===== src/rtl/agc_iq_param_if.sv =====
// Sample/control bundle for the parametrised I/Q AGC.
// Strobes are single-cycle qualifiers with no backpressure: in_valid marks a sample, out_valid marks a result.
interface agc_iq_param_if #(
   parameter int DW = 17,
   parameter int GW = 18
);
   logic                 in_valid;
   logic signed [DW-1:0] in_real;
   logic signed [DW-1:0] in_imag;
   logic        [DW-2:0] target;
   logic                 freeze;
   logic                 gain_load;
   logic signed [GW-1:0] gain_value;
   logic                 out_valid;
   logic signed [DW-1:0] out_real;
   logic signed [DW-1:0] out_imag;
   logic signed [GW-1:0] gain;
   logic                 at_min;
   logic                 at_max;
   logic                 locked;

   modport master (
      output in_valid, in_real, in_imag, target, freeze, gain_load, gain_value,
      input  out_valid, out_real, out_imag, gain, at_min, at_max, locked
   );

   modport slave (
      input  in_valid, in_real, in_imag, target, freeze, gain_load, gain_value,
      output out_valid, out_real, out_imag, gain, at_min, at_max, locked
   );
endinterface


===== src/rtl/agc_iq_param.sv =====
// Parametrised complex AGC: multiply, round/saturate, peak magnitude, attack/decay gain loop.
// Optional lock detector enabled by defining AGC_LOCK_DET_EN.
module agc_iq_param #(
   parameter int DW           = 17,
   parameter int GW           = 18,
   parameter int FRAC         = 15,
   parameter int ATTACK_SHIFT = 3,
   parameter int DECAY_SHIFT  = 6,
   parameter int GAIN_INIT    = 32564,
   parameter int GAIN_MIN     = 0,
   parameter int GAIN_MAX     = (1 << (GW-1)) - 1,
   parameter int LOCK_TOL     = 64,
   parameter int LOCK_CNT     = 16
) (
   input  logic           clk,
   input  logic           rst,
   agc_iq_param_if.slave  bus
);
   localparam int PW  = DW + GW;
   localparam int PW1 = PW + 1;
   localparam int GW2 = GW + 2;
   localparam int EW  = DW + 1;

   localparam logic signed [GW-1:0]  GINIT  = GW'(GAIN_INIT);
   localparam logic signed [GW-1:0]  GMIN   = GW'(GAIN_MIN);
   localparam logic signed [GW-1:0]  GMAX   = GW'(GAIN_MAX);
   localparam logic signed [GW2-1:0] GMIN_X = GW2'(GAIN_MIN);
   localparam logic signed [GW2-1:0] GMAX_X = GW2'(GAIN_MAX);
   localparam logic signed [PW:0]    RND    = PW1'(1) << (FRAC-1);
   localparam logic signed [DW-1:0]  SMAX   = {1'b0, {(DW-1){1'b1}}};
   localparam logic signed [DW-1:0]  SMIN   = {1'b1, {(DW-2){1'b0}}, 1'b1};

   logic signed [GW-1:0] gain_r, gain_nxt, upd_gain, load_gain;
   logic                 v1, ov_r, v3;
   logic signed [PW-1:0] prod_re, prod_im;
   logic signed [DW-1:0] out_re, out_im;
   logic        [DW-2:0] mag;
   logic signed [EW-1:0] err, step;

   // Round half up, then saturate symmetrically so the most negative code never appears.
   function automatic logic signed [DW-1:0] scale(input logic signed [PW-1:0] p);
      logic signed [PW:0] s;
      logic signed [PW:0] r;
      s = PW1'(p) + RND;
      r = s >>> FRAC;
      if (r > PW1'(SMAX))      return SMAX;
      else if (r < PW1'(SMIN)) return SMIN;
      else                     return r[DW-1:0];
   endfunction

   function automatic logic [DW-2:0] abs_mag(input logic signed [DW-1:0] x);
      logic signed [DW-1:0] n;
      n = -x;
      return x[DW-1] ? n[DW-2:0] : x[DW-2:0];
   endfunction

   function automatic logic signed [GW-1:0] clamp(input logic signed [GW2-1:0] v);
      if (v < GMIN_X)      return GMIN;
      else if (v > GMAX_X) return GMAX;
      else                 return v[GW-1:0];
   endfunction

   always_ff @(posedge clk or posedge rst) begin
      if (rst) begin
         v1      <= 1'b0;
         prod_re <= '0;
         prod_im <= '0;
         ov_r    <= 1'b0;
         out_re  <= '0;
         out_im  <= '0;
         v3      <= 1'b0;
         mag     <= '0;
      end else begin
         v1 <= bus.in_valid;
         if (bus.in_valid) begin
            prod_re <= PW'(bus.in_real) * PW'(gain_r);
            prod_im <= PW'(bus.in_imag) * PW'(gain_r);
         end
         ov_r <= v1;
         if (v1) begin
            out_re <= scale(prod_re);
            out_im <= scale(prod_im);
         end
         v3 <= ov_r;
         if (ov_r) begin
            mag <= (abs_mag(out_re) > abs_mag(out_im)) ? abs_mag(out_re) : abs_mag(out_im);
         end
      end
   end

   // Overshoot pulls the gain down fast (attack); undershoot lets it creep up (decay).
   always_comb begin
      err       = $signed({2'b00, bus.target}) - $signed({2'b00, mag});
      step      = err[EW-1] ? (err >>> ATTACK_SHIFT) : (err >>> DECAY_SHIFT);
      upd_gain  = clamp(GW2'(gain_r) + GW2'(step));
      load_gain = clamp(GW2'(bus.gain_value));
      gain_nxt  = gain_r;
      if (bus.gain_load)   gain_nxt = load_gain;
      else if (bus.freeze) gain_nxt = gain_r;
      else if (v3)         gain_nxt = upd_gain;
   end

   always_ff @(posedge clk or posedge rst) begin
      if (rst) gain_r <= GINIT;
      else     gain_r <= gain_nxt;
   end

`ifdef AGC_LOCK_DET_EN
   localparam int CW = $clog2(LOCK_CNT + 1);

   logic [CW-1:0] lock_cnt, cnt_nxt;
   logic [EW-1:0] err_abs;
   logic          locked_r;

   always_comb begin
      err_abs = err[EW-1] ? EW'(-err) : EW'(err);
      cnt_nxt = lock_cnt;
      if (bus.gain_load) begin
         cnt_nxt = '0;
      end else if (v3 && !bus.freeze) begin
         if (err_abs <= EW'(LOCK_TOL))
            cnt_nxt = (lock_cnt >= CW'(LOCK_CNT)) ? lock_cnt : lock_cnt + 1'b1;
         else
            cnt_nxt = '0;
      end
   end

   always_ff @(posedge clk or posedge rst) begin
      if (rst) begin
         lock_cnt <= '0;
         locked_r <= 1'b0;
      end else begin
         lock_cnt <= cnt_nxt;
         locked_r <= (cnt_nxt >= CW'(LOCK_CNT));
      end
   end

   assign bus.locked = locked_r;
`else
   localparam bit LOCK_PARAMS_OK = (LOCK_TOL >= 0) && (LOCK_CNT > 0);
   assign bus.locked = 1'b0 && LOCK_PARAMS_OK;
`endif

   assign bus.out_valid = ov_r;
   assign bus.out_real  = out_re;
   assign bus.out_imag  = out_im;
   assign bus.gain      = gain_r;
   assign bus.at_min    = (gain_r == GMIN);
   assign bus.at_max    = (gain_r == GMAX);
endmodule


===== src/flat_wrapper.sv =====
// flat-port wrapper written by rule: the top's interface ports become plain ports
module agc_iq_param_flat 
#(
   parameter int DW           = 17,
   parameter int GW           = 18,
   parameter int FRAC         = 15,
   parameter int ATTACK_SHIFT = 3,
   parameter int DECAY_SHIFT  = 6,
   parameter int GAIN_INIT    = 32564,
   parameter int GAIN_MIN     = 0,
   parameter int GAIN_MAX     = (1 << (GW-1)) - 1,
   parameter int LOCK_TOL     = 64,
   parameter int LOCK_CNT     = 16
)
  (clk, rst, bus_in_valid, bus_in_real, bus_in_imag, bus_target, bus_freeze, bus_gain_load, bus_gain_value, bus_out_valid, bus_out_real, bus_out_imag, bus_gain, bus_at_min, bus_at_max, bus_locked);
  agc_iq_param_if #(.DW(DW), .GW(GW)) bus_i ();
  input  logic clk;
  input  logic rst;
  input wire logic [$bits(bus_i.in_valid)-1:0] bus_in_valid;
  input wire logic [$bits(bus_i.in_real)-1:0] bus_in_real;
  input wire logic [$bits(bus_i.in_imag)-1:0] bus_in_imag;
  input wire logic [$bits(bus_i.target)-1:0] bus_target;
  input wire logic [$bits(bus_i.freeze)-1:0] bus_freeze;
  input wire logic [$bits(bus_i.gain_load)-1:0] bus_gain_load;
  input wire logic [$bits(bus_i.gain_value)-1:0] bus_gain_value;
  output wire logic [$bits(bus_i.out_valid)-1:0] bus_out_valid;
  output wire logic [$bits(bus_i.out_real)-1:0] bus_out_real;
  output wire logic [$bits(bus_i.out_imag)-1:0] bus_out_imag;
  output wire logic [$bits(bus_i.gain)-1:0] bus_gain;
  output wire logic [$bits(bus_i.at_min)-1:0] bus_at_min;
  output wire logic [$bits(bus_i.at_max)-1:0] bus_at_max;
  output wire logic [$bits(bus_i.locked)-1:0] bus_locked;
  assign bus_i.in_valid = bus_in_valid;
  assign bus_i.in_real = bus_in_real;
  assign bus_i.in_imag = bus_in_imag;
  assign bus_i.target = bus_target;
  assign bus_i.freeze = bus_freeze;
  assign bus_i.gain_load = bus_gain_load;
  assign bus_i.gain_value = bus_gain_value;
  assign bus_out_valid = bus_i.out_valid;
  assign bus_out_real = bus_i.out_real;
  assign bus_out_imag = bus_i.out_imag;
  assign bus_gain = bus_i.gain;
  assign bus_at_min = bus_i.at_min;
  assign bus_at_max = bus_i.at_max;
  assign bus_locked = bus_i.locked;
  agc_iq_param #(.DW(DW), .GW(GW), .FRAC(FRAC), .ATTACK_SHIFT(ATTACK_SHIFT), .DECAY_SHIFT(DECAY_SHIFT), .GAIN_INIT(GAIN_INIT), .GAIN_MIN(GAIN_MIN), .GAIN_MAX(GAIN_MAX), .LOCK_TOL(LOCK_TOL), .LOCK_CNT(LOCK_CNT)) u_core (.clk(clk), .rst(rst), .bus(bus_i));
endmodule

===== config.mk =====
export PLATFORM = sky130hd
export DESIGN_NAME = agc_iq_param_flat
export DESIGN_NICKNAME = d
export VERILOG_FILES = /design/src/rtl/agc_iq_param_if.sv /design/src/rtl/agc_iq_param.sv /design/src/flat_wrapper.sv
export SDC_FILE = /design/constraint.sdc
export NUM_CORES = 2
export LEC_CHECK = 0
export ABC_CLOCK_PERIOD_IN_PS = 11050
export BUFFER_PORTS_ARGS = -buffer_cell sky130_fd_sc_hd__buf_2
export CORE_MARGIN = 5
export CORE_UTILIZATION = 65
export DETAILED_ROUTE_END_ITERATION = 10
export GPL_TIMING_DRIVEN = 0
export PLACE_DENSITY = 0.8
export RECOVER_POWER = 100
export SLEW_MARGIN = 20
export SYNTH_ARGS = -nofsm -noshare
export SYNTH_HDL_FRONTEND = slang
export SYNTH_SLANG_ARGS = --single-unit
export TNS_END_PERCENT = 5

===== constraint.sdc =====
create_clock -name clk -period 11.05 [get_ports clk]
set_clock_uncertainty 0.05 [all_clocks]
set_input_delay 0 -clock clk [delete_from_list [all_inputs] [get_ports clk]]
set_output_delay 0 -clock clk [all_outputs]
set_load 0.005 [all_outputs]

==> results.txt <==
* DRT Wirelength: 89300 um
- For this run, global-route usage on met2 was measured as 0.591.
- H-tree depth: 4
- Die span in y: 225 um
- Last weighted congestion value of the routability-driven placer: 1.03
* Required time worst endpoint: 11310 ps
- Clock tree from TritonCTS: built
- Area leader, netlist: fa_1
- Layer with the highest usage after global routing: met2
- Final-report setup violation count: 0
* Average vias per placed instance: 6.03
- For this run, design rule violations remaining after detail routing come to 0.
- Hold is met by 25.6 ps.
* Sequential-to-total area share from yosys stat: 0.0944
- Entering global routing, the biggest net connects 83 pins.
* Die width: 225 um
* Total congestion overflow after global routing: 0
- Drt first pass iters: 8
* Yosys top cell area share: 0.413
* Number of hold violations in the final report: 0
- The initial utilization of the core area, before any placement, comes to 0.660.
- At the pin with the least slew margin, the transition time is 4370 ps.
- Clock Latency Late Sink: 430 ps
- Initial antenna violation count: 7
* Number of nets with antenna violations after detailed routing: 0
* Global routing usage summed across all routing layers: 0.361
* Origin of the critical flop-to-flop path: u_core.bus.gain[10]$_DFFE_PP1P_
- Met3 Resource Use GR: 0.0972
* Number of DRC markers after the initial detailed-route iteration: 2321
- In this run the worst setup path terminates at u_core.prod_im[28]$_DFFE_PP0P_.
- The number of pins with negative max-slew slack in the final report came to 87.
- Period utilisation layout: 0.813
* Global-route wire length before repair: 142000 um
* Ys async rst share: 1.00
- Routed vias: 24400
- Endpoint class of the critical path: flop
* Most instantiated cells after synthesis: inv_1 (654), fa_1 (621), nand2_1 (389), and2_1 (267), ha_1 (220)
- The worst hold path passes through 4 cells.
- Cell row count: 78
- In the final layout, flip-flops and latches occupy 2840 um2.
* Synthesis Warnings: 0
- Vias in the first global route: 26400
* Largest cells by area after synthesis: fa_1 (41%), ha_1 (9.2%), dfrtp_1 (8.6%)
* Data arrival time at the worst-slack endpoint: 9250 ps
- Setup repair after global routing left no endpoint under its margin.
- Destination of the worst register-to-register timing path: u_core.prod_im[28]$_DFFE_PP0P_
- Dividing the detail-routed wire length by the instance count gives 22.1 um.
- Type of the worst setup path: reg -> reg
* Post-Syn Area: 30100 um2
* Critical Path Start: u_core.bus.gain[10]$_DFFE_PP1P_
* Violations in the final reports: max-capacitance violations, max-slew violations
* Primary FF master, synth: dfrtp_1
- Number of hold-repair buffers added at the cts stage: 19
- Based on the critical path, the design can be clocked at up to 0.111 GHz.
- Of all nets on the critical path, the largest fanout is 11.
- For this run, global-route usage on met1 was measured as 0.463.
- Synthesis produced a netlist with a net count of 4187.
- A synthesized cell averages 9.19 um2.
- Crit path time final: 8990 ps
* Number of flops mapped to enable cells by yosys: 0
- The die covers 50700 um2.
* Yosys cell types: 75
- In this run the tightest slew margin relative to its limit is -1.91.
- 129 I/O pins were placed.
- Port buffering added 115 buffers.
- Layout fillers: 3531
* Dpl hpwl: 73800 um
- In the final layout, the multi-input gates occupy 24100 um2.
- In the final layout, the share of cells above drive strength 1 is 0.0474.
* Clock Sink Count: 113
- Count leader, synth: inv_1
- Kind of launch point of the worst setup path: flop
* Count of cells resized by post-cts repair: 0
- The number of setup buffers added after CTS is 0.
- Result of the run: finished with violations
- The root buffer cell chosen for the clock tree is clkbuf_16.
- After clock tree synthesis, the clock-pin slew on the worst setup and hold paths is 60 ps.
- The longest clock path from root to sink contains 2 buffers.
- Area growth from synthesis to final layout: 6.59%
* Mapped Cells: 3273
- Clock tree synthesis inserted a total of 17 buffers.
- For the worst flop-to-flop path, the logic depth is 20.
- Number of flip-flops and latches in the synthesized netlist: 113
- Type of the tightest min-delay check: in -> reg
- After floorplanning, the core was sized to cover 45600 um2.
* Nets: 4341
- For the final routed database, the setup TNS stands at 0 ps.
* Number of max-cap violations: 3
- Setup slack on the worst reg-to-reg path comes out at 2060 ps.
==> state kept, by name, indices dropped and copies added, names as in the netlist <==
register,flops
u_core.prod_im,21
u_core.prod_re,21
u_core.bus.gain,18
u_core.bus.out_imag,17
u_core.bus.out_real,17
u_core.mag,16
u_core.bus.out_valid,1
u_core.v1,1
u_core.v3,1
==> worst max-delay path, stage by stage (launching register included) <==
cell and delay [ps]:
dfstp_1 570, clkbuf_1 810, clkbuf_1 720, nand2_1 170, fa_1 580, inv_1 60, fa_1 540, inv_1 60
fa_1 500, fa_1 540, inv_1 70, fa_1 510, fa_1 500, ha_1 390, nand4_1 210, a2111oi_0 1280
o31ai_1 370, nor3_1 340, a31oi_1 160, xnor2_1 160, mux2_2 260
==> layout by cell type, fill, tap and decap left out, types with 33 or more instances in the layout <==
master	n
a21oi_1	66
and2_1	265
buf_2	84
clkbuf_1	193
dfrtp_1	103
fa_1	621
ha_1	220
inv_1	653
mux2_2	33
nand2_1	389
nand2b_1	48
nand3_1	43
nor2_1	95
o21ai_0	63
xnor2_1	87
xor2_1	53
==> kinds of logic (layout without fill, tap and decap cells) <==
| logic type | Yosys count | in the layout | synth area share |
|---|---|---|---|
| flops | 113 | 113 | 0.0944 |
| mux | 38 | 38 | 0.0141 |
| other cells | 1 | 7 | 0.000125 |
| fa+ha+maj | 841 | 841 | 0.505 |
| simple gates | 961 | 961 | 0.158 |
| compound gates | 355 | 355 | 0.0841 |
| xor+xnor | 140 | 140 | 0.0410 |
| buf+inv | 824 | 991 | 0.104 |
==> worst min-delay path by stage <==
stage | from | endpoint
2_1_floorplan | bus_in_valid | u_core.v1$_DFF_PP0_
3_3_place_gp | bus_in_valid | u_core.v1$_DFF_PP0_
3_5_place_dp | rst | u_core.mag[11]$_DFFE_PP0P_
4_1_cts | bus_freeze | u_core.bus.gain[0]$_DFFE_PP0P_
5_1_grt | bus_freeze | u_core.bus.gain[0]$_DFFE_PP0P_
6_report | bus_freeze | u_core.bus.gain[0]$_DFFE_PP0P_
==> stage by stage <==
stage	cells	area (um2)	worst slack, ps	utilization
after floorplan	3273	30100	4300	-
final	4046	32100	2060	0.703
after global routing	4043	32100	2020	0.703
after detailed placement	3989	31400	2580	0.690
after global placement	3988	31400	2510	0.689
after CTS	4040	32200	2530	0.707
==> per-layer routing <==
metal | wire, um | vias up
met5 | 13 | -
met4 | 4590 | 2
met3 | 10000 | 354
met2 | 42100 | 1406
met1 | 32500 | 12200
li1 | - | 10400
==> layout make-up <==
cell class / count / area share
Multi-Input combinational cell: 2336 / 0.750
Sequential cell: 113 / 0.0886
Inverter: 656 / 0.0768
Tap cell: 600 / 0.0234
Timing Repair Buffer: 135 / 0.0226
Buffer: 168 / 0.0200
Clock buffer: 22 / 0.0145
Clock inverter: 10 / 0.00347
Antenna cell: 6 / 0.000468
Power is left out: the tool's default activity adds up to more than one toggle a clock period on the data nets, which glitch-free logic cannot reach.
